### src/rtl/zrb_uart_tx_arbiter_pkg.sv
// Shared definitions for the UART transmit arbiter: FSM encodings and default sizing.
package zrb_uart_tx_arbiter_pkg;

  localparam logic [2:0] ENC_IDLE  = 3'd0;
  localparam logic [2:0] ENC_ARB   = 3'd1;
  localparam logic [2:0] ENC_LOAD  = 3'd2;
  localparam logic [2:0] ENC_HOLD  = 3'd3;
  localparam logic [2:0] ENC_DRAIN = 3'd4;

  typedef enum logic [2:0] {
    ST_IDLE  = ENC_IDLE,
    ST_ARB   = ENC_ARB,
    ST_LOAD  = ENC_LOAD,
    ST_HOLD  = ENC_HOLD,
    ST_DRAIN = ENC_DRAIN
  } arb_state_t;

  localparam int ARB_DATA_WIDTH   = 8;
  localparam int ARB_MAX_BURST    = 16;
  localparam int ARB_STALL_CYCLES = 1024;

endpackage

### src/rtl/zrb_rr_picker.sv
// Combinational round-robin picker: first valid requester at or above rr_ptr, wrapping.
module zrb_rr_picker #(
  parameter int NUM_REQ = 4,
  localparam int PTR_W = $clog2(NUM_REQ)
) (
  input  logic [NUM_REQ-1:0] valid,
  input  logic [PTR_W-1:0]   rr_ptr,
  output logic [NUM_REQ-1:0] winner,
  output logic               any_valid
);

  int   idx;
  logic found;

  always_comb begin
    winner = '0;
    found  = 1'b0;
    idx    = 0;
    for (int k = 0; k < NUM_REQ; k++) begin
      idx = int'(rr_ptr) + k;
      if (idx >= NUM_REQ) idx = idx - NUM_REQ;
      if (!found && valid[idx]) begin
        winner[idx] = 1'b1;
        found       = 1'b1;
      end
    end
    any_valid = |valid;
  end

endmodule

### src/rtl/zrb_uart_tx_arbiter.sv
// Packet-granular round-robin arbiter sharing one UART transmitter among NUM_REQ requesters.
// Optional stall timeout and stall_abort port enabled by defining ZRB_ARB_STALL_TIMEOUT_EN.
module zrb_uart_tx_arbiter
  import zrb_uart_tx_arbiter_pkg::*;
#(
  parameter int NUM_REQ      = 4,
  parameter int DATA_WIDTH   = ARB_DATA_WIDTH,
  parameter int MAX_BURST    = ARB_MAX_BURST,
  parameter int STALL_CYCLES = ARB_STALL_CYCLES
) (
  input  logic                          clk,
  input  logic                          reset,
  input  logic [NUM_REQ-1:0]            req_valid,
  input  logic [NUM_REQ*DATA_WIDTH-1:0] req_data,
  input  logic [NUM_REQ-1:0]            req_last,
  output logic [NUM_REQ-1:0]            req_ready,
  output logic                          tx_write,
  output logic [DATA_WIDTH-1:0]         tx_data,
  input  logic                          tx_busy,
  output logic [NUM_REQ-1:0]            grant,
`ifdef ZRB_ARB_STALL_TIMEOUT_EN
  output logic                          stall_abort,
`endif
  output logic                          grant_valid
);

  localparam int PTR_W   = $clog2(NUM_REQ);
  localparam int BURST_W = $clog2(MAX_BURST + 1);

  if (NUM_REQ < 2 || NUM_REQ > 8 || MAX_BURST < 1 || MAX_BURST > 255 || STALL_CYCLES < 1 ||
      DATA_WIDTH != ARB_DATA_WIDTH) begin : g_bad_param
    $error("zrb_uart_tx_arbiter: parameter out of range");
  end

  arb_state_t           state;
  logic [PTR_W-1:0]     rr_ptr;
  logic [PTR_W-1:0]     owner_idx;
  logic [BURST_W-1:0]   burst_cnt;
  logic                 last_flag;

  logic [NUM_REQ-1:0]   winner;
  logic                 any_valid;
  logic [PTR_W-1:0]     winner_idx;
  logic [DATA_WIDTH-1:0] sel_data;
  logic                 sel_last;
  logic                 xfer;
  logic                 owner_valid;
  logic [PTR_W-1:0]     next_ptr;

  zrb_rr_picker #(.NUM_REQ(NUM_REQ)) u_picker (
    .valid     (req_valid),
    .rr_ptr    (rr_ptr),
    .winner    (winner),
    .any_valid (any_valid)
  );

  always_comb begin
    winner_idx = '0;
    sel_data   = '0;
    sel_last   = 1'b0;
    for (int i = 0; i < NUM_REQ; i++) begin
      if (winner[i]) winner_idx = PTR_W'(i);
      if (grant[i]) begin
        sel_data = req_data[i*DATA_WIDTH +: DATA_WIDTH];
        sel_last = req_last[i];
      end
    end
  end

  // Pop strobe is combinational so the requester FIFO sees it in the transfer cycle itself.
  assign req_ready   = req_valid & grant & {NUM_REQ{(state == ST_LOAD) && !tx_busy}};
  assign xfer        = |req_ready;
  assign owner_valid = |(req_valid & grant);
  assign next_ptr    = (owner_idx == PTR_W'(NUM_REQ - 1)) ? '0 : owner_idx + PTR_W'(1);

`ifdef ZRB_ARB_STALL_TIMEOUT_EN
  localparam int STALL_W = $clog2(STALL_CYCLES + 1);
  logic [STALL_W-1:0] stall_cnt;
`endif

  always_ff @(posedge clk or posedge reset) begin
    if (reset) begin
      state       <= ST_IDLE;
      rr_ptr      <= '0;
      owner_idx   <= '0;
      burst_cnt   <= '0;
      last_flag   <= 1'b0;
      grant       <= '0;
      grant_valid <= 1'b0;
      tx_write    <= 1'b0;
      tx_data     <= '0;
`ifdef ZRB_ARB_STALL_TIMEOUT_EN
      stall_cnt   <= '0;
      stall_abort <= 1'b0;
`endif
    end else begin
      tx_write <= 1'b0;
`ifdef ZRB_ARB_STALL_TIMEOUT_EN
      stall_abort <= 1'b0;
`endif
      case (state)
        ST_IDLE: begin
          if (|req_valid) state <= ST_ARB;
        end
        ST_ARB: begin
          if (any_valid) begin
            grant       <= winner;
            grant_valid <= 1'b1;
            owner_idx   <= winner_idx;
            burst_cnt   <= '0;
`ifdef ZRB_ARB_STALL_TIMEOUT_EN
            stall_cnt   <= '0;
`endif
            state       <= ST_LOAD;
          end else begin
            state <= ST_IDLE;
          end
        end
        ST_LOAD: begin
          if (xfer) begin
            tx_write  <= 1'b1;
            tx_data   <= sel_data;
            last_flag <= sel_last;
            burst_cnt <= burst_cnt + BURST_W'(1);
`ifdef ZRB_ARB_STALL_TIMEOUT_EN
            stall_cnt <= '0;
`endif
            state     <= ST_HOLD;
          end
`ifdef ZRB_ARB_STALL_TIMEOUT_EN
          else if (!owner_valid && !tx_busy) begin
            if (stall_cnt == STALL_W'(STALL_CYCLES - 1)) begin
              stall_abort <= 1'b1;
              stall_cnt   <= '0;
              rr_ptr      <= next_ptr;
              grant       <= '0;
              grant_valid <= 1'b0;
              state       <= ST_IDLE;
            end else begin
              stall_cnt <= stall_cnt + STALL_W'(1);
            end
          end
`endif
        end
        // The transmitter only raises busy one cycle after the write, so skip one cycle.
        ST_HOLD: begin
          state <= ST_DRAIN;
        end
        ST_DRAIN: begin
          if (!tx_busy) begin
            if (last_flag || burst_cnt == BURST_W'(MAX_BURST)) begin
              rr_ptr      <= next_ptr;
              grant       <= '0;
              grant_valid <= 1'b0;
              state       <= ST_IDLE;
            end else begin
              state <= ST_LOAD;
            end
          end
        end
        default: state <= ST_IDLE;
      endcase
    end
  end

endmodule
### config.mk
export PLATFORM = sky130hd
export DESIGN_NAME = zrb_uart_tx_arbiter
export DESIGN_NICKNAME = d
export VERILOG_FILES = /design/src/rtl/zrb_uart_tx_arbiter_pkg.sv /design/src/rtl/zrb_rr_picker.sv /design/src/rtl/zrb_uart_tx_arbiter.sv
export SDC_FILE = /design/constraint.sdc
export NUM_CORES = 1
export LEC_CHECK = 0
export ABC_AREA = 1
export CAP_MARGIN = 20
export CORE_ASPECT_RATIO = 0.5
export CORE_UTILIZATION = 45
export CTS_BUF_LIST = sky130_fd_sc_hd__clkbuf_4 sky130_fd_sc_hd__clkbuf_8 sky130_fd_sc_hd__clkbuf_16
export DETAILED_ROUTE_END_ITERATION = 6
export GPL_TIMING_DRIVEN = 1
export PLACE_DENSITY = 0.83
export SYNTH_ARGS = -nofsm -noshare
export SYNTH_HDL_FRONTEND = slang
export SYNTH_SLANG_ARGS = --single-unit
### constraint.sdc
create_clock -name clk -period 2.5 [get_ports clk]
set_clock_uncertainty 0.1 [all_clocks]
set_input_delay 0.25 -clock clk [delete_from_list [all_inputs] [get_ports clk]]
set_output_delay 0.25 -clock clk [all_outputs]
set_load 0.03 [all_outputs]
==> impl_metrics.json <==
{
  "outcome": "finished clean",
  "via_count": 2011,
  "r2r_start": "rr_ptr[0]",
  "cts_setup_buffers": 0,
  "endpoint_kind": "output pin",
  "coreArea_sq_um": 4000,
  "grt_pass1_wl_microns": 7800,
  "synth_xor_area_frac": 0.0136,
  "min_period_over_period": 0.966,
  "crit_arrival_ns": 2.07,
  "syn_inst": 269,
  "synth-seq-cells": 27,
  "synth_ff_type": "dfrtp_1",
  "worstPathMaxFanout": 5,
  "grt_overflow": 0,
  "synth_cell_type_count": 30,
  "area_growth_pct": 36.7,
  "maxCapViolations": 0,
  "numPortBuffers": 60,
  "synth_fa_ha_area_frac": 0.0649,
  "drt-initial-drc-count": 92,
  "h-tree-depth": 1,
  "muxShareOfSynthArea": 0,
  "ir_worst_vdd_mv": 0.650,
  "final_cell_mix": "nand2_1, clkdlybuf4s50_1, dfrtp_1",
  "max_freq_mhz": 414,
  "drcViolationCount": 0,
  "cp-start-kind": "register",
  "slew_headroom": 0.684,
  "cts_sinks": 27,
  "finalPower_mw": 3.26,
  "ant_nets": 0,
  "cts-resized-gates": 0,
  "n_fill_cell": 344,
  "p_per_area_nw_per_um2": 1240,
  "die_h_microns": 48.3,
  "crit_type": "register to output pin",
  "synth_compound_area_frac": 0.162,
  "ys.warnings.count": 0,
  "antenna_cells": 0,
  "finalSetupViolations": 0,
  "clkTransAtPathRegs_ns": 0.09,
  "leakage_nw": 1.26,
  "ys_seq_area_frac": 0.351,
  "grt_pass1_vias": 1754,
  "grt_max_degree": 28,
  "final_cells": 382,
  "cts_tree": "built",
  "rsz0062_at_grt": "no",
  "fin_crit_ns": 2.42,
  "drt-wirelength-per-cell_microns": 13.3,
  "cp-startpoint": "state[2]",
  "clock-root-buffer": "clkbuf_8",
  "maxSlewViolCount": 0,
  "clk_latency_ns": 0.27,
  "r2r_end": "owner_idx[0]",
  "utilization": 0.658,
  "grtUsageTotal": 0.225,
  "route.met2.wl_microns": 2560,
  "met3WireLength_microns": 256,
  "syn-num-nets": 322,
  "r2r_slack_ns": 0.29,
  "highest_layer": "met4",
  "syn_area_per_cell_sq_um": 7.16,
  "synth_top_family_by_area": "simple AND/OR/NAND/NOR gates",
  "dr.pass1.iters": 5,
  "m1WireLength_microns": 2160,
  "die_w_microns": 94.5,
  "holdBufCountCts": 0,
  "worst_pin_slew_ns": 0.472,
  "clock_path_buffers": 2,
  "dieArea_sq_um": 4560,
  "netlist_area_sq_um": 1930,
  "synth_simple_gate_area_share": 0.331,
  "endpoint": "req_ready[0]",
  "synth_edf_count": 0,
  "async_flop_share": 1.00,
  "viasPerCell": 5.26,
  "crit_required_ns": 2.15,
  "initial_core_util": 0.481,
  "fin_setup_tns_ns": 0,
  "antenna_found_initial": 0,
  "io_pins": 61,
  "dp_cells": 378,
  "hold_path.class": "input pin to asynchronous set/reset pin",
  "drt-total-wl_microns": 5070,
  "nNetsFinal": 382,
  "drive_gt1_frac": 0.107,
  "cts_buffers": 3,
  "fp-row-count": 16,
  "dp.final_hpwl_microns": 4010,
  "final_common_cell": "nand2_1",
  "reg2reg_depth": 11,
  "timing.hold.ws_ns": 0.254,
  "place.gp.congestion": 0.856,
  "hold_viol": 0
}
worst min path at each step:
| stage | startpoint | to | slack (ns) | depth (start not counted) |
|---|---|---|---|---|
| after floorplan | reset | burst_cnt[0] | 0.20 | 1 |
| after global placement | tx_data[0] | tx_data[0] | 0.40 | 2 |
| after detailed placement | tx_data[1] | tx_data[1] | 0.41 | 2 |
| after CTS | reset | burst_cnt[2] | 0.28 | 3 |
| after global routing | reset | burst_cnt[1] | 0.29 | 3 |
| final | reset | burst_cnt[1] | 0.25 | 3 |
final cells by class:
cell class | instances | area [sq um] | area share
multi-input cells | 206 | 1100 | 0.419
clock buffers | 4 | 48.8 | 0.0185
flip-flops and latches | 27 | 676 | 0.257
inverters | 27 | 101 | 0.0385
repair buffers | 64 | 638 | 0.242
well taps | 54 | 67.6 | 0.0257
synthesized netlist by cell type, drive strengths merged (3+ instances only):
cell type | n | area (sq um)
or2 | 3 | 18.8
a21oi | 22 | 144
inv | 26 | 97.6
clkbuf | 5 | 18.8
xor2 | 3 | 26.3
nor3 | 6 | 30.0
o21ai | 27 | 135
nor2 | 26 | 125
buf | 4 | 28.8
nand3 | 27 | 140
nand2 | 73 | 292
dfrtp | 27 | 676
ha | 10 | 125
metal layers:
metal,up-vias,global-route usage
met1,940,0.266
met5,-,0
met4,0,0.0727
li1,994,-
met3,12,0.0374
met2,65,0.442
cell families (layout without fill, tap and decap cells):
family          count (synthesis)  count (layout)
buf+inv                        36              95
compound gates                 54              54
simple gates                  139             139
xor+xnor                        3               3
fa+ha+maj                      10              10
flops                          27              27
through the flow:
stage                     setup WS (ns)  cell area, sq um
after floorplan                   0.108              1930
after global placement            0.355              2580
after detailed placement          0.302              2580
after CTS                        0.0363              2630
after global routing            0.00149              2630
final                            0.0840              2630
critical path: stages (launching register included):
cell and delay [ns]:
dfrtp_1 0.46, nor2_2 0.13, inv_2 0.07, nor2_4 0.15, nand2_2 0.09, nor2_1 0.19, clkdlybuf4s50_1 0.71
state kept, by name, summed over array words and instances (netlist names):
register and count:
grant 4, tx_data 8, burst_cnt 5, rr_ptr 2
grant_valid 1, state 3, last_flag 1, tx_write 1
owner_idx 2
report_power, final:
| part | leakage, nW | internal (mW) | switching [mW] |
|---|---|---|---|
| Clock | 0.0262 | 0.125 | 0.132 |
| Combinational | 0.902 | 0.814 | 1.36 |
| Sequential | 0.333 | 0.630 | 0.200 |
Note: power is estimated with default switching activity, not from simulation.
